[config.mk]
export PLATFORM = sky130hd
export DESIGN_NAME = ex_stage_pipe
export DESIGN_NICKNAME = d
export VERILOG_FILES = /design/src/rtl/ex_stage_pipe.sv
export SDC_FILE = /design/constraint.sdc
export NUM_CORES = 2
export LEC_CHECK = 0
export CORE_UTILIZATION = 53
export DETAILED_ROUTE_END_ITERATION = 6
export DONT_BUFFER_PORTS = 1
export PLACE_DENSITY_LB_ADDON = 0.3
export SETUP_SLACK_MARGIN = 0.3
export SYNTH_ARGS = -nofsm -noshare
export SYNTH_HDL_FRONTEND = slang
export SYNTH_SLANG_ARGS = --single-unit
[constraint.sdc]
create_clock -name clk -period 19.3 [get_ports clk]
set_input_delay 2.895 -clock clk [delete_from_list [all_inputs] [get_ports clk]]
set_output_delay 2.895 -clock clk [all_outputs]
set_load 0.03 [all_outputs]
[src/rtl/ex_stage_pipe.sv]
// ex_stage_pipe: execute stage with valid/ready handshake, multi-cycle multiply.
// Define OVERFLOW_DET_EN to add the registered signed-overflow flag ovf.
module ex_stage_pipe #(
    parameter int DATA_W  = 32,
    parameter int RADDR_W = 5,
    parameter int MUL_LAT = 3
) (
    input  logic               clk,
    input  logic               reset,
    input  logic               in_valid,
    output logic               in_ready,
    input  logic [5:0]         op,
    input  logic [DATA_W-1:0]  rs,
    input  logic [DATA_W-1:0]  rt,
    input  logic [DATA_W-1:0]  imm,
    input  logic [DATA_W-1:0]  pc4,
    input  logic [RADDR_W-1:0] rd_addr_in,
    input  logic               mem_read_in,
    input  logic               mem_write_in,
    input  logic               mem_to_reg_in,
    output logic               out_valid,
    input  logic               out_ready,
    output logic [DATA_W-1:0]  result,
    output logic [DATA_W-1:0]  mem_addr,
    output logic [DATA_W-1:0]  store_data,
    output logic               br_taken,
    output logic [DATA_W-1:0]  br_target,
    output logic               halt,
    output logic [RADDR_W-1:0] rd_addr_out,
    output logic               mem_read_out,
    output logic               mem_write_out,
`ifdef OVERFLOW_DET_EN
    output logic               ovf,
`endif
    output logic               mem_to_reg_out
);

    localparam int CNT_W = (MUL_LAT > 1) ? $clog2(MUL_LAT) : 1;
    localparam int MSB   = DATA_W - 1;

    localparam logic [5:0] OP_ADD  = 6'h00;
    localparam logic [5:0] OP_ADDI = 6'h01;
    localparam logic [5:0] OP_SUB  = 6'h02;
    localparam logic [5:0] OP_SUBI = 6'h03;
    localparam logic [5:0] OP_MUL  = 6'h04;
    localparam logic [5:0] OP_MULI = 6'h05;
    localparam logic [5:0] OP_OR   = 6'h06;
    localparam logic [5:0] OP_ORI  = 6'h07;
    localparam logic [5:0] OP_AND  = 6'h08;
    localparam logic [5:0] OP_ANDI = 6'h09;
    localparam logic [5:0] OP_XOR  = 6'h0A;
    localparam logic [5:0] OP_XORI = 6'h0B;
    localparam logic [5:0] OP_LDW  = 6'h0C;
    localparam logic [5:0] OP_STW  = 6'h0D;
    localparam logic [5:0] OP_BZ   = 6'h0E;
    localparam logic [5:0] OP_BEQ  = 6'h0F;
    localparam logic [5:0] OP_JR   = 6'h10;
    localparam logic [5:0] OP_HALT = 6'h11;

    typedef enum logic [0:0] {
        S_IDLE,
        S_MUL_BUSY
    } state_t;

    typedef struct packed {
        logic [DATA_W-1:0]  result;
        logic [DATA_W-1:0]  mem_addr;
        logic [DATA_W-1:0]  store_data;
        logic               br_taken;
        logic [DATA_W-1:0]  br_target;
        logic               halt;
        logic [RADDR_W-1:0] rd_addr;
        logic               mem_read;
        logic               mem_write;
        logic               mem_to_reg;
`ifdef OVERFLOW_DET_EN
        logic               ovf;
`endif
    } ex_out_t;

    state_t             state_q, state_d;
    logic [CNT_W-1:0]   cnt_q, cnt_d;
    logic [DATA_W-1:0]  mul_a_q, mul_b_q;
    logic [RADDR_W-1:0] mul_rd_q;
    logic               mul_mr_q, mul_mw_q, mul_mtr_q;
    ex_out_t            out_q, exec_pkt, mul_pkt;
    logic               out_valid_q;

    logic               accept, is_mul, use_imm;
    logic               load_exec, load_mul, latch_mul;
    logic [DATA_W-1:0]  opb, sum, diff, prod;
    logic [DATA_W-1:0]  mul_a, mul_b, br_dest;
`ifdef OVERFLOW_DET_EN
    logic               add_ovf, sub_ovf;
`endif

    assign use_imm = op[0] && (op <= OP_XORI);
    assign opb     = use_imm ? imm : rt;
    assign sum     = rs + opb;
    assign diff    = rs + ~opb + 1'b1;
    assign br_dest = pc4 + (imm << 2);
    assign is_mul  = (op == OP_MUL) || (op == OP_MULI);

`ifdef OVERFLOW_DET_EN
    assign add_ovf = (rs[MSB] == opb[MSB]) && (sum[MSB] != rs[MSB]);
    assign sub_ovf = (rs[MSB] != opb[MSB]) && (diff[MSB] != rs[MSB]);
`endif

    // One multiplier, fed from live operands or the latched pair while busy.
    // Low half of the product is identical for signed and unsigned operands.
    assign mul_a = (state_q == S_MUL_BUSY) ? mul_a_q : rs;
    assign mul_b = (state_q == S_MUL_BUSY) ? mul_b_q : opb;
    assign prod  = mul_a * mul_b;

    always_comb begin
        exec_pkt            = '0;
        exec_pkt.rd_addr    = rd_addr_in;
        exec_pkt.mem_read   = mem_read_in;
        exec_pkt.mem_write  = mem_write_in;
        exec_pkt.mem_to_reg = mem_to_reg_in;
        unique case (op)
            OP_ADD, OP_ADDI: begin
                exec_pkt.result = sum;
`ifdef OVERFLOW_DET_EN
                exec_pkt.ovf = add_ovf;
`endif
            end
            OP_SUB, OP_SUBI: begin
                exec_pkt.result = diff;
`ifdef OVERFLOW_DET_EN
                exec_pkt.ovf = sub_ovf;
`endif
            end
            OP_MUL, OP_MULI: exec_pkt.result = prod;
            OP_OR, OP_ORI:   exec_pkt.result = rs | opb;
            OP_AND, OP_ANDI: exec_pkt.result = rs & opb;
            OP_XOR, OP_XORI: exec_pkt.result = rs ^ opb;
            OP_LDW: exec_pkt.mem_addr = rs + imm;
            OP_STW: begin
                exec_pkt.mem_addr   = rs + imm;
                exec_pkt.store_data = rt;
            end
            OP_BZ: begin
                exec_pkt.br_taken  = (rs == '0);
                exec_pkt.br_target = (rs == '0) ? br_dest : pc4;
            end
            OP_BEQ: begin
                exec_pkt.br_taken  = (rs == rt);
                exec_pkt.br_target = (rs == rt) ? br_dest : pc4;
            end
            OP_JR: begin
                exec_pkt.br_taken  = 1'b1;
                exec_pkt.br_target = rs;
            end
            OP_HALT: exec_pkt.halt = 1'b1;
            default: ;
        endcase
    end

    always_comb begin
        mul_pkt            = '0;
        mul_pkt.result     = prod;
        mul_pkt.rd_addr    = mul_rd_q;
        mul_pkt.mem_read   = mul_mr_q;
        mul_pkt.mem_write  = mul_mw_q;
        mul_pkt.mem_to_reg = mul_mtr_q;
    end

    assign in_ready = (state_q == S_IDLE) && (!out_valid_q || out_ready);
    assign accept   = in_valid && in_ready;

    always_comb begin
        state_d   = state_q;
        cnt_d     = cnt_q;
        load_exec = 1'b0;
        load_mul  = 1'b0;
        latch_mul = 1'b0;
        unique case (state_q)
            S_IDLE: begin
                if (accept) begin
                    if (is_mul && (MUL_LAT > 1)) begin
                        state_d   = S_MUL_BUSY;
                        cnt_d     = CNT_W'(MUL_LAT - 1);
                        latch_mul = 1'b1;
                    end else begin
                        load_exec = 1'b1;
                    end
                end
            end
            S_MUL_BUSY: begin
                // Product lands on the edge where the count reaches zero.
                cnt_d = cnt_q - 1'b1;
                if (cnt_q == CNT_W'(1)) begin
                    load_mul = 1'b1;
                    state_d  = S_IDLE;
                end
            end
            default: state_d = S_IDLE;
        endcase
    end

    always_ff @(posedge clk or posedge reset) begin
        if (reset) begin
            state_q   <= S_IDLE;
            cnt_q     <= '0;
            mul_a_q   <= '0;
            mul_b_q   <= '0;
            mul_rd_q  <= '0;
            mul_mr_q  <= 1'b0;
            mul_mw_q  <= 1'b0;
            mul_mtr_q <= 1'b0;
        end else begin
            state_q <= state_d;
            cnt_q   <= cnt_d;
            if (latch_mul) begin
                mul_a_q   <= rs;
                mul_b_q   <= opb;
                mul_rd_q  <= rd_addr_in;
                mul_mr_q  <= mem_read_in;
                mul_mw_q  <= mem_write_in;
                mul_mtr_q <= mem_to_reg_in;
            end
        end
    end

    always_ff @(posedge clk or posedge reset) begin
        if (reset) begin
            out_q       <= '0;
            out_valid_q <= 1'b0;
        end else if (load_exec) begin
            out_q       <= exec_pkt;
            out_valid_q <= 1'b1;
        end else if (load_mul) begin
            out_q       <= mul_pkt;
            out_valid_q <= 1'b1;
        end else if (out_ready) begin
            out_valid_q <= 1'b0;
        end
    end

    assign out_valid      = out_valid_q;
    assign result         = out_q.result;
    assign mem_addr       = out_q.mem_addr;
    assign store_data     = out_q.store_data;
    assign br_taken       = out_valid_q && out_q.br_taken;
    assign br_target      = out_q.br_target;
    assign halt           = out_valid_q && out_q.halt;
    assign rd_addr_out    = out_q.rd_addr;
    assign mem_read_out   = out_q.mem_read;
    assign mem_write_out  = out_q.mem_write;
    assign mem_to_reg_out = out_q.mem_to_reg;
`ifdef OVERFLOW_DET_EN
    assign ovf            = out_q.ovf;
`endif

endmodule

==> flow_results.org <==
** Logic synthesis
- Share of the yosys chip area belonging to registers :: 15.7%
- Number of different library cells in the post-synthesis netlist :: 90
- The mapped netlist covers 34000 sq um.
- The largest total area in the synthesized netlist belongs to sky130_fd_sc_hd__fa_1.
- Mapped Avg Cell Area :: 8.36 sq um
- Most used standard cells in the synthesized netlist :: sky130_fd_sc_hd__nor2_1, sky130_fd_sc_hd__inv_1, sky130_fd_sc_hd__fa_1, sky130_fd_sc_hd__nand2_1, sky130_fd_sc_hd__ha_1
- sky130_fd_sc_hd__nor2_1 is the most common cell in the netlist.
- Most used flip-flop cell after synthesis :: sky130_fd_sc_hd__dfrtp_1
- Of the post-synthesis cell area, the dominant cell type holds 24.2%.
- Number of synthesized register bits :: 214
- Of all flip-flops after synthesis, the portion carrying an async set or reset was 100%.
- For this run, the number of Yosys warnings is 0.
- Synthesis produced a netlist with a net count of 4908.
- Largest cells by area after synthesis :: sky130_fd_sc_hd__fa_1, sky130_fd_sc_hd__dfrtp_1, sky130_fd_sc_hd__ha_1
- After technology mapping, the gate count stands at 4070.
- In this run, synthesis inferred 0 flip-flops with an integrated enable.

** Floorplan
- In this run the horizontal extent of the chip is 255 microns.
- Pin placement for this block handled 286 I/O pins.
- The die is 255 microns tall.
- Site row count :: 92
- Die area :: ~65000 sq um
- Initial standard-cell utilization of the core :: 53.8%
- Placeable core region :: 63300 sq um

** Worst setup path
- The largest single stage delay on the critical path is around 0.75 ns.
- Together, buffers and inverters on the worst path number 7.
- The critical path is of the primary input to flop type.
- Worst Setup SP :: op[3]
- Worst r2r src :: state_q
- The worst register-to-register path ends at result[29].
- STA classifies the critical path startpoint as a primary input.
- Data arrives at the worst endpoint at 11.72 ns.
- The critical path crosses 32 cells after its start point.
- Register-to-Register Path Depth :: 31
- CP Capture Type :: flop
- In this design, the critical path's most frequently occurring cell is sky130_fd_sc_hd__fa_1.
- Endpoint of the worst setup timing path :: result[29]
- For the worst setup path, the data required time is 19.76 ns.
- Critical-path top delay cell :: sky130_fd_sc_hd__o211ai_1
- R2R Setup Slk :: 8.93 ns
- Highest net fanout along the worst path :: 33
- Kind of cell with the highest combined delay on the critical path :: adder cells

** Route
- After detailed routing, the number of vias per cell comes to approximately 6.3.
- The first routing iteration left roughly 3500 violations.
- The routed design has 127000 microns of wire.
- Before antenna repair, the detailed router went through 6 iterations.
- After detailed routing, the average wire length per cell comes to between 20 and 30 microns.
- Residual DRC :: 0
- Once detail routing completed, the nets flagged for antenna violations numbered 0.
- Number of vias in the routed layout :: between 20000 and 30000

** Flow run
- Across the run, the number of max-cap violations was 0.

** Global route
- Entering global routing, the biggest net connects 92 pins.
- Most congested layer reported by global routing :: met2
- The total overflow left after global routing is 0.
- Vias in the first global route :: roughly 29000
- Met3 Track Usage GR :: 11.1%
- In the global route stage, overall resource usage came out at 38.7%.
- Global routing consumed, on the met1 layer, 51.5% of the routing resources.
- The initial antenna violation count was 2.
- Met2 Usage GRT :: 56.7%
- First-pass GRT wire length :: 188000 microns

** Clock network
- Once the clock tree was built, the setup fixing pass inserted 0 buffers.
- Clock buffers created by TritonCTS :: 27
- H-tree depth :: 1
- Total of hold buffers inserted after clock tree synthesis :: 0
- The clock reaches the later pin of the worst-skew pair after 0.60 ns.
- The longest clock path from root to sink contains 3 buffers.
- The tree is rooted in a sky130_fd_sc_hd__clkbuf_16.
- TritonCTS clock tree :: built
- After clock tree synthesis, the clock-pin slew on the worst setup and hold paths is about 0.060 ns.
- Post_cts resized :: 0
- CTS saw between 200 and 250 sinks.

** STA
- Number of endpoints with negative hold slack in the final report :: 0
- Maximum clock frequency :: ~0.09 GHz
- After routing, the total negative slack on setup checks comes to 0 ns.
- Part of the cycle the worst path needs :: 58.4%
- Unrepaired setup endpoints after global routing :: no
- Headroom to the max-slew limit came out at under 10%.
- The number of pins exceeding their max-slew limit in the final report came to 0.
- Worst-margin pin slew :: 1.35 ns
- Setup clock skew after layout :: 0.0200 ns
- Setup violations remaining at the end of the flow were counted as 0.
- Post-layout minimum cycle time :: 11.26 ns

** Placed design
- Detailed placement ended at an HPWL of approximately 98000 microns.
- Port buffering added 0 buffers.
- Routability-driven placement congestion ratio :: 1.03

** Finish
- The sequential cells in the finished layout cover a total of between 5000 and 6000 sq um.
- In the final design database the tool counted 4686 nets.
- Counting the fill cells in the layout gives 5948.
- Of the cells placed in the final design, the portion with a size suffix greater than 1 is 5.09%.
- ANT cells :: 0
- The multi-input combinational cells in the finished layout cover a total of 25200 sq um.
- Relative to the synthesized area, the layout overhead comes to 2.70%.

** Run status
- Run status :: completed

** Min path
- The min-delay analysis places its worst path in the category flop to flop.
[sequential cells by signal, summed over array words and instances (netlist names), 5 cells and up]
register     count
br_target       32
result          32
mul_rd_q         5
rd_addr_out      5
mul_a_q         32
store_data      32
mem_addr        32
mul_b_q         32
[cells by family after synthesis]
family / after synthesis / synth area share (%)
mux: 63 / 2.05
xor+xnor: 188 / 5.16
fa+ha+maj: 692 / 34.5
flops: 214 / 15.7
buf+inv: 815 / 10.6
simple gates: 1200 / 15.3
compound gates: 898 / 16.6
[cell usage in the layout (no fill, tap or decap), types with 11 or more instances in the layout]
cell / n
sky130_fd_sc_hd__nand3_1: 64
sky130_fd_sc_hd__o21ai_1: 19
sky130_fd_sc_hd__a211oi_1: 23
sky130_fd_sc_hd__nor2b_1: 20
sky130_fd_sc_hd__ha_1: 280
sky130_fd_sc_hd__nor4_1: 18
sky130_fd_sc_hd__dfrtp_1: 213
sky130_fd_sc_hd__inv_1: 481
sky130_fd_sc_hd__o21a_1: 32
sky130_fd_sc_hd__xnor2_1: 133
sky130_fd_sc_hd__nand4_1: 23
sky130_fd_sc_hd__buf_4: 75
sky130_fd_sc_hd__a221oi_1: 11
sky130_fd_sc_hd__a21boi_0: 13
sky130_fd_sc_hd__and3_1: 14
sky130_fd_sc_hd__o21bai_1: 19
sky130_fd_sc_hd__a22o_1: 38
sky130_fd_sc_hd__a31oi_1: 21
sky130_fd_sc_hd__o22ai_1: 16
sky130_fd_sc_hd__and2_1: 29
sky130_fd_sc_hd__nor3_1: 42
sky130_fd_sc_hd__nand2b_1: 58
sky130_fd_sc_hd__a31o_2: 11
sky130_fd_sc_hd__a22oi_1: 19
sky130_fd_sc_hd__o21ai_0: 261
sky130_fd_sc_hd__nand2_1: 385
sky130_fd_sc_hd__xor2_1: 47
sky130_fd_sc_hd__mux2_2: 12
sky130_fd_sc_hd__mux2i_1: 42
sky130_fd_sc_hd__o211ai_1: 17
sky130_fd_sc_hd__a21oi_1: 229
sky130_fd_sc_hd__fa_1: 412
sky130_fd_sc_hd__a21o_1: 67
sky130_fd_sc_hd__or3_1: 22
sky130_fd_sc_hd__clkbuf_16: 27
sky130_fd_sc_hd__nor2_1: 488
[area by class of cell]
type                    count  share of cell area, %
multi-input cells        3041                   72.1
flip-flops and latches    214                   15.3
inverters                 489                   5.27
well taps                 846                   3.03
clock buffers              40                   2.19
repair buffers             75                   1.61
clock inverters            10                  0.490
[worst reg2reg max path, delay by kind of cell (launching register included)]
kind	cells	cell delay (ns)
adder cells (fa/ha/maj)	9	4.17
AO/OA/AOI/OAI	9	2.47
buffers and inverters	7	1.89
AND/OR/NAND/NOR	5	0.77
flip-flops	1	0.70
XOR/XNOR	1	0.23
[worst min-delay path by stage]
stage	slack, ns	cells after the start	startpoint	endpoint
CTS	0.48	2	mul_b_q[3]	mul_b_q[3]
finish	0.47	2	mul_b_q[3]	mul_b_q[3]
global route	0.49	2	mul_b_q[31]	mul_b_q[31]
global placement	0.45	2	mul_b_q[29]	mul_b_q[29]
detailed placement	0.46	2	mul_b_q[3]	mul_b_q[3]
floorplan	0.44	2	mul_b_q[22]	mul_b_q[22]
[layer usage]
layer  routed length, microns  part of all wire (%)
met1                    48800                    39
met2                    53200                    42
met3                    15900                    13
met4                     8670                   6.9
met5                       10                0.0079
[stage by stage]
stage	util (%)	instance area (sq um)	hold WS [ns]	std cells	setup slack (ns)
finish	55.2	35000	0.474	4715	8.04
global route	55.2	35000	0.492	4715	7.66
CTS	55.2	35000	0.476	4715	8.15
detailed placement	53.7	34000	0.462	4665	7.54
global placement	53.7	34000	0.455	4665	7.71
floorplan	-	34000	0.441	4070	8.76
Power is not shown: default switching activity piles up to over one toggle a cycle in this logic, so the estimate is an artifact.
